### config.mk
export PLATFORM = sky130hd
export DESIGN_NAME = pulse_train_ctrl_flat
export DESIGN_NICKNAME = d
export VERILOG_FILES = /design/src/rtl/pulse_train_ctrl_pkg.sv /design/src/rtl/pulse_train_ctrl_if.sv /design/src/rtl/pulse_period_counter.sv /design/src/rtl/pulse_train_ctrl.sv /design/src/flat_wrapper.sv
export SDC_FILE = /design/constraint.sdc
export NUM_CORES = 1
export LEC_CHECK = 0
export CAP_MARGIN = 40
export CORE_MARGIN = 2
export CORE_UTILIZATION = 44
export CTS_CLUSTER_DIAMETER = 30
export DETAILED_ROUTE_END_ITERATION = 8
export HOLD_SLACK_MARGIN = 0.02
export PLACE_DENSITY = 0.74
export SYNTH_ARGS = -nofsm -noshare
export SYNTH_HDL_FRONTEND = slang
export SYNTH_HIERARCHICAL = 1
export SYNTH_SLANG_ARGS = --single-unit
### constraint.sdc
create_clock -name clk -period 2.1 [get_ports clk]
set_clock_uncertainty 0.2 [all_clocks]
set_input_delay 0.21 -clock clk [delete_from_list [all_inputs] [get_ports clk]]
set_output_delay 0.21 -clock clk [all_outputs]
set_load 0.1 [all_outputs]
### src/rtl/pulse_train_ctrl_pkg.sv
// Shared types and default widths for the pulse-train sequencer.
// Optional abort path is enabled with PULSE_CTRL_ABORT_EN.
package pulse_ctrl_pkg;

    localparam int DEF_WIDTH = 4;
    localparam int DEF_CNT_W = 8;

    typedef enum logic [1:0] {
        IDLE = 2'd0,
        RUN  = 2'd1,
        DONE = 2'd2
    } state_t;

endpackage

### src/rtl/pulse_train_ctrl_if.sv
// Host-side bundle of the pulse-train sequencer.
// abort/aborted exist only when PULSE_CTRL_ABORT_EN is defined.
import pulse_ctrl_pkg::*;

interface pulse_train_ctrl_if #(
    parameter int WIDTH = DEF_WIDTH,
    parameter int CNT_W = DEF_CNT_W
);
    logic             start;
    logic [WIDTH-1:0] period;
    logic [CNT_W-1:0] num_pulses;
    logic             pulse;
    logic             busy;
    logic             done;
    logic [CNT_W-1:0] pulses_left;
`ifdef PULSE_CTRL_ABORT_EN
    logic             abort;
    logic             aborted;

    modport master (output start, period, num_pulses, abort,
                    input  pulse, busy, done, pulses_left, aborted);
    modport slave  (input  start, period, num_pulses, abort,
                    output pulse, busy, done, pulses_left, aborted);
`else
    modport master (output start, period, num_pulses,
                    input  pulse, busy, done, pulses_left);
    modport slave  (input  start, period, num_pulses,
                    output pulse, busy, done, pulses_left);
`endif
endinterface

### src/rtl/pulse_period_counter.sv
// Period counter: counts 0..match_val and wraps, flagging the match cycle.
// Shared by builds with and without PULSE_CTRL_ABORT_EN.
module pulse_period_counter #(
    parameter int WIDTH = 4
) (
    input  logic             clk,
    input  logic             rst,
    input  logic             clr,
    input  logic             en,
    input  logic [WIDTH-1:0] match_val,
    output logic             match
);
    logic [WIDTH-1:0] count;

    always_ff @(posedge clk) begin
        if (rst) begin
            count <= '0;
        end else if (clr) begin
            count <= '0;
        end else if (en) begin
            count <= (count < match_val) ? count + 1'b1 : '0;
        end
    end

    assign match = (count == match_val);

endmodule

### src/rtl/pulse_train_ctrl.sv
// Burst sequencer: N pulses spaced period+1 cycles apart, then a done strobe.
// Define PULSE_CTRL_ABORT_EN to add the abort/aborted path.
module pulse_train_ctrl
    import pulse_ctrl_pkg::*;
#(
    parameter int WIDTH = DEF_WIDTH,
    parameter int CNT_W = DEF_CNT_W
) (
    input  logic           clk,
    input  logic           rst,
    pulse_train_ctrl_if.slave bus
);
    state_t           state;
    logic [WIDTH-1:0] period_q;
    logic [CNT_W-1:0] left_q;
    logic             busy_q;
    logic             done_q;
    logic             match;
    logic             cnt_clr;
    logic             cnt_en;
    logic             pulse_w;
    logic             abort_req;
`ifdef PULSE_CTRL_ABORT_EN
    logic             aborted_q;
    assign abort_req   = bus.abort;
    assign bus.aborted = aborted_q;
`else
    assign abort_req   = 1'b0;
`endif

    assign cnt_clr = (state == IDLE) && bus.start;
    assign cnt_en  = (state == RUN);

    pulse_period_counter #(.WIDTH(WIDTH)) u_period_cnt (
        .clk       (clk),
        .rst       (rst),
        .clr       (cnt_clr),
        .en        (cnt_en),
        .match_val (period_q),
        .match     (match)
    );

    // Pulse is a pure decode of registered state so it lines up with the count.
    assign pulse_w = (state == RUN) && match;

    always_ff @(posedge clk) begin
        if (rst) begin
            state    <= IDLE;
            period_q <= '0;
            left_q   <= '0;
            busy_q   <= 1'b0;
            done_q   <= 1'b0;
`ifdef PULSE_CTRL_ABORT_EN
            aborted_q <= 1'b0;
`endif
        end else begin
            case (state)
                IDLE: begin
                    done_q <= 1'b0;
                    if (bus.start) begin
                        period_q <= bus.period;
                        left_q   <= bus.num_pulses;
                        if (bus.num_pulses != '0) begin
                            state  <= RUN;
                            busy_q <= 1'b1;
                        end else begin
                            state  <= DONE;
                            done_q <= 1'b1;
                        end
                    end
                end
                RUN: begin
                    // Abort wins over the last-pulse exit; undelivered count is kept.
                    if (abort_req) begin
                        state  <= DONE;
                        busy_q <= 1'b0;
                        done_q <= 1'b1;
`ifdef PULSE_CTRL_ABORT_EN
                        aborted_q <= 1'b1;
`endif
                    end else if (pulse_w) begin
                        left_q <= left_q - 1'b1;
                        if (left_q == {{(CNT_W-1){1'b0}}, 1'b1}) begin
                            state  <= DONE;
                            busy_q <= 1'b0;
                            done_q <= 1'b1;
                        end
                    end
                end
                DONE: begin
                    state  <= IDLE;
                    done_q <= 1'b0;
`ifdef PULSE_CTRL_ABORT_EN
                    aborted_q <= 1'b0;
`endif
                end
                default: begin
                    state  <= IDLE;
                    busy_q <= 1'b0;
                    done_q <= 1'b0;
                end
            endcase
        end
    end

    assign bus.pulse       = pulse_w;
    assign bus.busy        = busy_q;
    assign bus.done        = done_q;
    assign bus.pulses_left = left_q;

endmodule

### src/flat_wrapper.sv
// flat-port wrapper written by rule: the top's interface ports become plain ports
module pulse_train_ctrl_flat import pulse_ctrl_pkg::*;
#(
    parameter int WIDTH = DEF_WIDTH,
    parameter int CNT_W = DEF_CNT_W
)
  (clk, rst, bus_start, bus_period, bus_num_pulses, bus_pulse, bus_busy, bus_done, bus_pulses_left);
  pulse_train_ctrl_if #(.WIDTH(WIDTH), .CNT_W(CNT_W)) bus_i ();
  input  logic clk;
  input  logic rst;
  input wire logic [$bits(bus_i.start)-1:0] bus_start;
  input wire logic [$bits(bus_i.period)-1:0] bus_period;
  input wire logic [$bits(bus_i.num_pulses)-1:0] bus_num_pulses;
  output wire logic [$bits(bus_i.pulse)-1:0] bus_pulse;
  output wire logic [$bits(bus_i.busy)-1:0] bus_busy;
  output wire logic [$bits(bus_i.done)-1:0] bus_done;
  output wire logic [$bits(bus_i.pulses_left)-1:0] bus_pulses_left;
  assign bus_i.start = bus_start;
  assign bus_i.period = bus_period;
  assign bus_i.num_pulses = bus_num_pulses;
  assign bus_pulse = bus_i.pulse;
  assign bus_busy = bus_i.busy;
  assign bus_done = bus_i.done;
  assign bus_pulses_left = bus_i.pulses_left;
  pulse_train_ctrl #(.WIDTH(WIDTH), .CNT_W(CNT_W)) u_core (.clk(clk), .rst(rst), .bus(bus_i));
endmodule
======== After elaboration in Yosys (flattened, before gate mapping) ========
Cells that the tools add are included.
word-level totals
  output and inout bits ................... 11
  input port bits ......................... 15
  logic and storage cells ................. 48
  register bits after elaboration ......... 20
operators by class
  order comparisons ....................... 1
  equal/unequal tests ..................... 8
  multiplexer cells ....................... 19
  reductions and logical operators ........ 11
  add/subtract/negate cells ............... 2
  bitwise gates (word level) .............. 1
operators with widths
  cell                   count
  $mux W8                2
  $pmux W8 S2            1
  $eq A8 B1 Y1 const B   1
  $mux W1                8
  $mux W2                4
  $ne A2 B2 Y1 const B   4
  $reduce_bool A8 Y1     1
  $sub A8 B1 Y8 const B  1
  $reduce_and A3 Y1      2
  $reduce_and A5 Y1      1
  $add A4 B1 Y4 const B  1
  $eq A4 B4 Y1           1
  $lt A4 B4 Y1           1
  $mux W4                1
  $pmux W2 S2            1
  $reduce_and A2 Y1      2
  $pmux W1 S3            1
  $eq A2 B1 Y1 const B   1
  $eq A2 B2 Y1 const B   1
  $logic_and A1 B1 Y1    2
  $logic_not A2 Y1       1
  $pmux W1 S2            1
  $reduce_bool A2 Y1     1
  $reduce_or A2 Y1       1
  $not A1 Y1             1

======== Longest topological paths before layout ========
  depth after elaboration ................. 4
  gate-level depth with buffers ........... 8
  depth with buffers taken out ............ 7

======== By module ========
Netlist, hierarchy kept.
by module, submodules not included
  module                times used  cells an instance  area each (µm²)  seq. area each (µm²)
  pulse_train_ctrl      1           101                853.3            320.3
  pulse_period_counter  1           33                 314.1            80.1

======== Worst setup path before layout ========
No wires, ideal clock.
  kind .................................... reg-to-reg
  start ................................... register u_core.left_q[0], in the netlist u_core/bus.pulses_left[0]
  end ..................................... register u_core.left_q[4], in the netlist u_core/bus.pulses_left[4]
  slack ................................... -0.143 ns
  required time ........................... 1.814 ns
  stages on the path, launching flop included .. 7
  setup time .............................. 0.086 ns
  data arrival time ....................... 1.957 ns
  path buffers ............................ 0
  period minus slack after synthesis ...... 2.243 ns
  cells stage by stage .................... dfxtp_1 > inv_1 > ha_1 > nor4bb_1 > nand3b_1 > o21ai_0 > a211oi_1
between the ends
  cells in the longest elaborated chain, start to end .. 3
ends and longest elaborated chain
  element                 RTL line                text
  from (decl)             pulse_train_ctrl.sv:15  logic [CNT_W-1:0] left_q;
  from (signal assigned)  pulse_train_ctrl.sv:62  left_q <= bus.num_pulses;
  from (signal assigned)  pulse_train_ctrl.sv:82  left_q <= left_q - 1'b1;
  $sub A8 B1 Y8           pulse_train_ctrl.sv:82
  $mux W8                 pulse_train_ctrl.sv:81  end else if (pulse_w) begin
  $pmux W8 S2             pulse_train_ctrl.sv:57  case (state)
No other way between the ends. The select of a mux whose other input is x is not followed.
A chain may end at the register's enable or synchronous reset.

======== Final worst setup path ========
  start ................................... register u_core.u_period_cnt.count[1]
  end ..................................... register u_core.u_period_cnt.count[2]
between the ends
  cells in the longest elaborated chain, start to end .. 2
ends and longest elaborated chain
  element                                        RTL line                    text
  from (decl)                                    pulse_period_counter.sv:13  logic [WIDTH-1:0] count;
  from (signal assigned)                         pulse_period_counter.sv:21  count <= (count < match_val) ? count + 1'b1 : '0;
  $add A4 B1 Y4 or $lt A4 B4 Y1 (tied branches)  pulse_period_counter.sv:21
  $mux W4 *                                      pulse_period_counter.sv:21
Every way passes the cells marked *; elsewhere a longest branch is shown, timed or not.

==> impl_metrics.env <==
export IMPL_outcome="completed"
export IMPL_ys_types=47
export IMPL_nFillCells=218
export IMPL_endpoint_kind="flip-flop"
export IMPL_vias=1126
export IMPL_ant_nets=0
export IMPL_required_ps=2110
export IMPL_ir_drop_mv=0.475
export IMPL_cts_buffers=3
export IMPL_routedWlPerCell_um=14.1
export IMPL_setup_violations_final=0
export IMPL_fin_ws_ps=70.4
export IMPL_min_period_over_period=0.966
export IMPL_fin_setup_tns_ps=0
export IMPL_synthDominantCellAreaShare=0.343
export IMPL_hold_buffers=0
export IMPL_synth_compound_area_frac=0.215
export IMPL_routed_wl_mm=2.74
export IMPL_cts_tree="yes"
export IMPL_synth_seq_area_share=0.343
export IMPL_startpoint="u_core/u_period_cnt/count[1]"
export IMPL_worstReg2RegStart="u_core/u_period_cnt/count[1]"
export IMPL_syn_num_nets=156
export IMPL_syn_inst=134
export IMPL_clock_root_buffer="clkbuf_4"
export IMPL_synth_area_leader_cell="dfxtp_1"
export IMPL_leakagePower_nw=0.603
export IMPL_synthAdderAreaFrac=0.0750
export IMPL_maxCapViolations=0
export IMPL_port_buffers=25
export IMPL_multi_input_area_um2=746
export IMPL_grt_max_degree=23
export IMPL_dieArea_um2=3080
export IMPL_ys_warn_count=6
export IMPL_core_area_um2=2500
export IMPL_grt_pass1_wl_mm=4.82
export IMPL_drt_pass1_iter_count=4
export IMPL_drcViolationCount=0
export IMPL_antenna_found_initial=0
export IMPL_cts_clk_slew_worst_paths_ps=120
export IMPL_max_freq_mhz=493
export IMPL_final_util=0.617
export IMPL_clock_sinks=20
export IMPL_hold_viol=0
export IMPL_nNetsFinal=189
export IMPL_synth_top_family_by_area="simple AND/OR/NAND/NOR gates"
export IMPL_rows=18
export IMPL_die_y_um=55.5
export IMPL_relSlewSlack=0.609
export IMPL_async_flop_share=0
export IMPL_min_period_ps=2030
export IMPL_n_antenna_cell=0
export IMPL_start_kind="flip-flop"
export IMPL_synth_area_leaders="dfxtp_1 34%, ha_1 7.5%, a21oi_1 5.1%"
export IMPL_power_mw=1.13
export IMPL_synth_edff_count=0
export IMPL_hpwl_mm=2.07
export IMPL_synth_simple_area_share=0.273
export IMPL_crit_arrival_ps=2040
export IMPL_synthFlopType="dfxtp_1"
export IMPL_ioPinCount=26
export IMPL_cp_cell_sequence="ha_4 -> nor2b_4 -> o31a_1 -> or4_1 -> a311oi_1"
export IMPL_layout_common_cells="18 x buf_4, 14 x clkdlybuf4s50_1, 12 x a21oi_1, 11 x dfxtp_1, 10 x nor2_1"
export IMPL_crit_family="simple AND/OR/NAND/NOR gates"
export IMPL_clock_latency_ps=300
export IMPL_grtUsageTotal=0.189
export IMPL_drive_above_1_share=0.255
export IMPL_h_tree_depth=1
export IMPL_synthToLayoutAreaGrowth_pct=32.2
export IMPL_crit_path_max_incr_delay_ps=460
export IMPL_final_common_cell="buf_4"
export IMPL_die_x_um=55.5
export IMPL_clk_path_buf_depth=2
export IMPL_crit_slowest_cell="or4_1"
export IMPL_grt_pass1_vias=1084
export IMPL_initial_utilization=0.467
export IMPL_synth_area_per_cell_um2=8.71
export IMPL_grt_ovfl_total=0
export IMPL_drt_iter0_drc=49
export IMPL_place_ws_ps=25.4
export IMPL_synth_xor_area_frac=0.00750
export IMPL_hp_class="reg -> reg"
export IMPL_path_max_fanout=4
export IMPL_hold_ws_ps=293
export IMPL_rsz0062_at_grt="no"
export IMPL_regArea_um2=412
export IMPL_ys_ff_latch=20
export IMPL_min_delay_start="u_core/period_q[2]"
export IMPL_gp_congestion=0.809
export IMPL_netlist_area_um2=1170
export IMPL_synthMuxAreaShare=0.0429
export IMPL_slew_violations=0
export IMPL_p_per_area_nw_per_um2=730
export IMPL_critical_path_class="reg -> reg"
export IMPL_post_drt_via_cell_ratio=5.77
export IMPL_worstMarginPinSlew_ps=579
export IMPL_critPathBufInv=0
==> path summary, 6_finish.rpt <==
kind,endpoint,cells after the start,slack (ps)
max,u_core/u_period_cnt/count[2],5,70
min,u_core/period_q[2],2,290
max reg2reg,u_core/u_period_cnt/count[2],5,70
min reg2reg,u_core/period_q[2],2,290
==> where the power goes <==
part,leakage (nW),internal (mW),total (mW),switching (mW)
registers,0.168,0.413,0.449,0.0359
logic,0.422,0.176,0.495,0.319
clock network,0.0138,0.0668,0.182,0.116
total,0.603,0.655,1.13,0.471
==> metal layers <==
layer	part of all wire	vias up	track usage
met2	0.46	40	0.299
met4	0.0055	0	0.0557
li1	-	557	-
met5	0	-	0
met1	0.46	527	0.260
met3	0.073	2	0.0375
==> synthesized netlist by cell type, drive strengths merged (2+ instances only) <==
library cell  instances
clkbuf                4
dfxtp                20
nor3b                 2
o21a                  2
nand2b                7
o21ai                 7
o32ai                 2
a21oi                12
mux2i                 5
nor3                  5
and2                  2
nand2                 6
a211oi                3
nor2                 10
inv                   8
or4                   2
ha                    7
nor4                  4
or3                   2
==> logic make-up after synthesis <==
family	Yosys count
AO/OA/AOI/OAI	38
multiplexers	5
adder cells (fa/ha/maj)	7
flip-flops	20
AND/OR/NAND/NOR	50
XOR/XNOR	1
buffers and inverters	13
==> layout make-up <==
class / instances / share of cell area
flip-flops and latches: 20 / 0.267
well taps: 30 / 0.0243
inverters: 8 / 0.0195
repair buffers: 33 / 0.191
clock buffers: 3 / 0.0146
multi-input cells: 101 / 0.483
==> sequential cells by signal (all words and copies together) (netlist names) <==
| register | flops |
|---|---|
| u_core/bus.busy | 1 |
| u_core/bus.done | 1 |
| u_core/bus.pulses_left | 8 |
| u_core/period_q | 4 |
| u_core/state | 2 |
| u_core/u_period_cnt/count | 4 |
==> metrics by stage <==
stage / cells / cell area [µm²]
after floorplan: 134 / 1170
after global placement: 191 / 1480
after CTS: 194 / 1520
after detailed placement: 191 / 1480
final: 195 / 1540
after global routing: 195 / 1540
==> what timing repair did <==
item | 4_1_cts | 5_1_grt
endpoints found under the setup margin | 1 | 2
setup buffers | 0 | 1
gates resized for setup | 6 | 3
pin swaps | 0 | 3
==> tightest hold or removal path: stages, from the launching register on <==
cell,delay [ps]
dfxtp_2,340
mux2i_1,60
nor2_1,70
No activity file was read; power rests on OpenSTA's default activity.
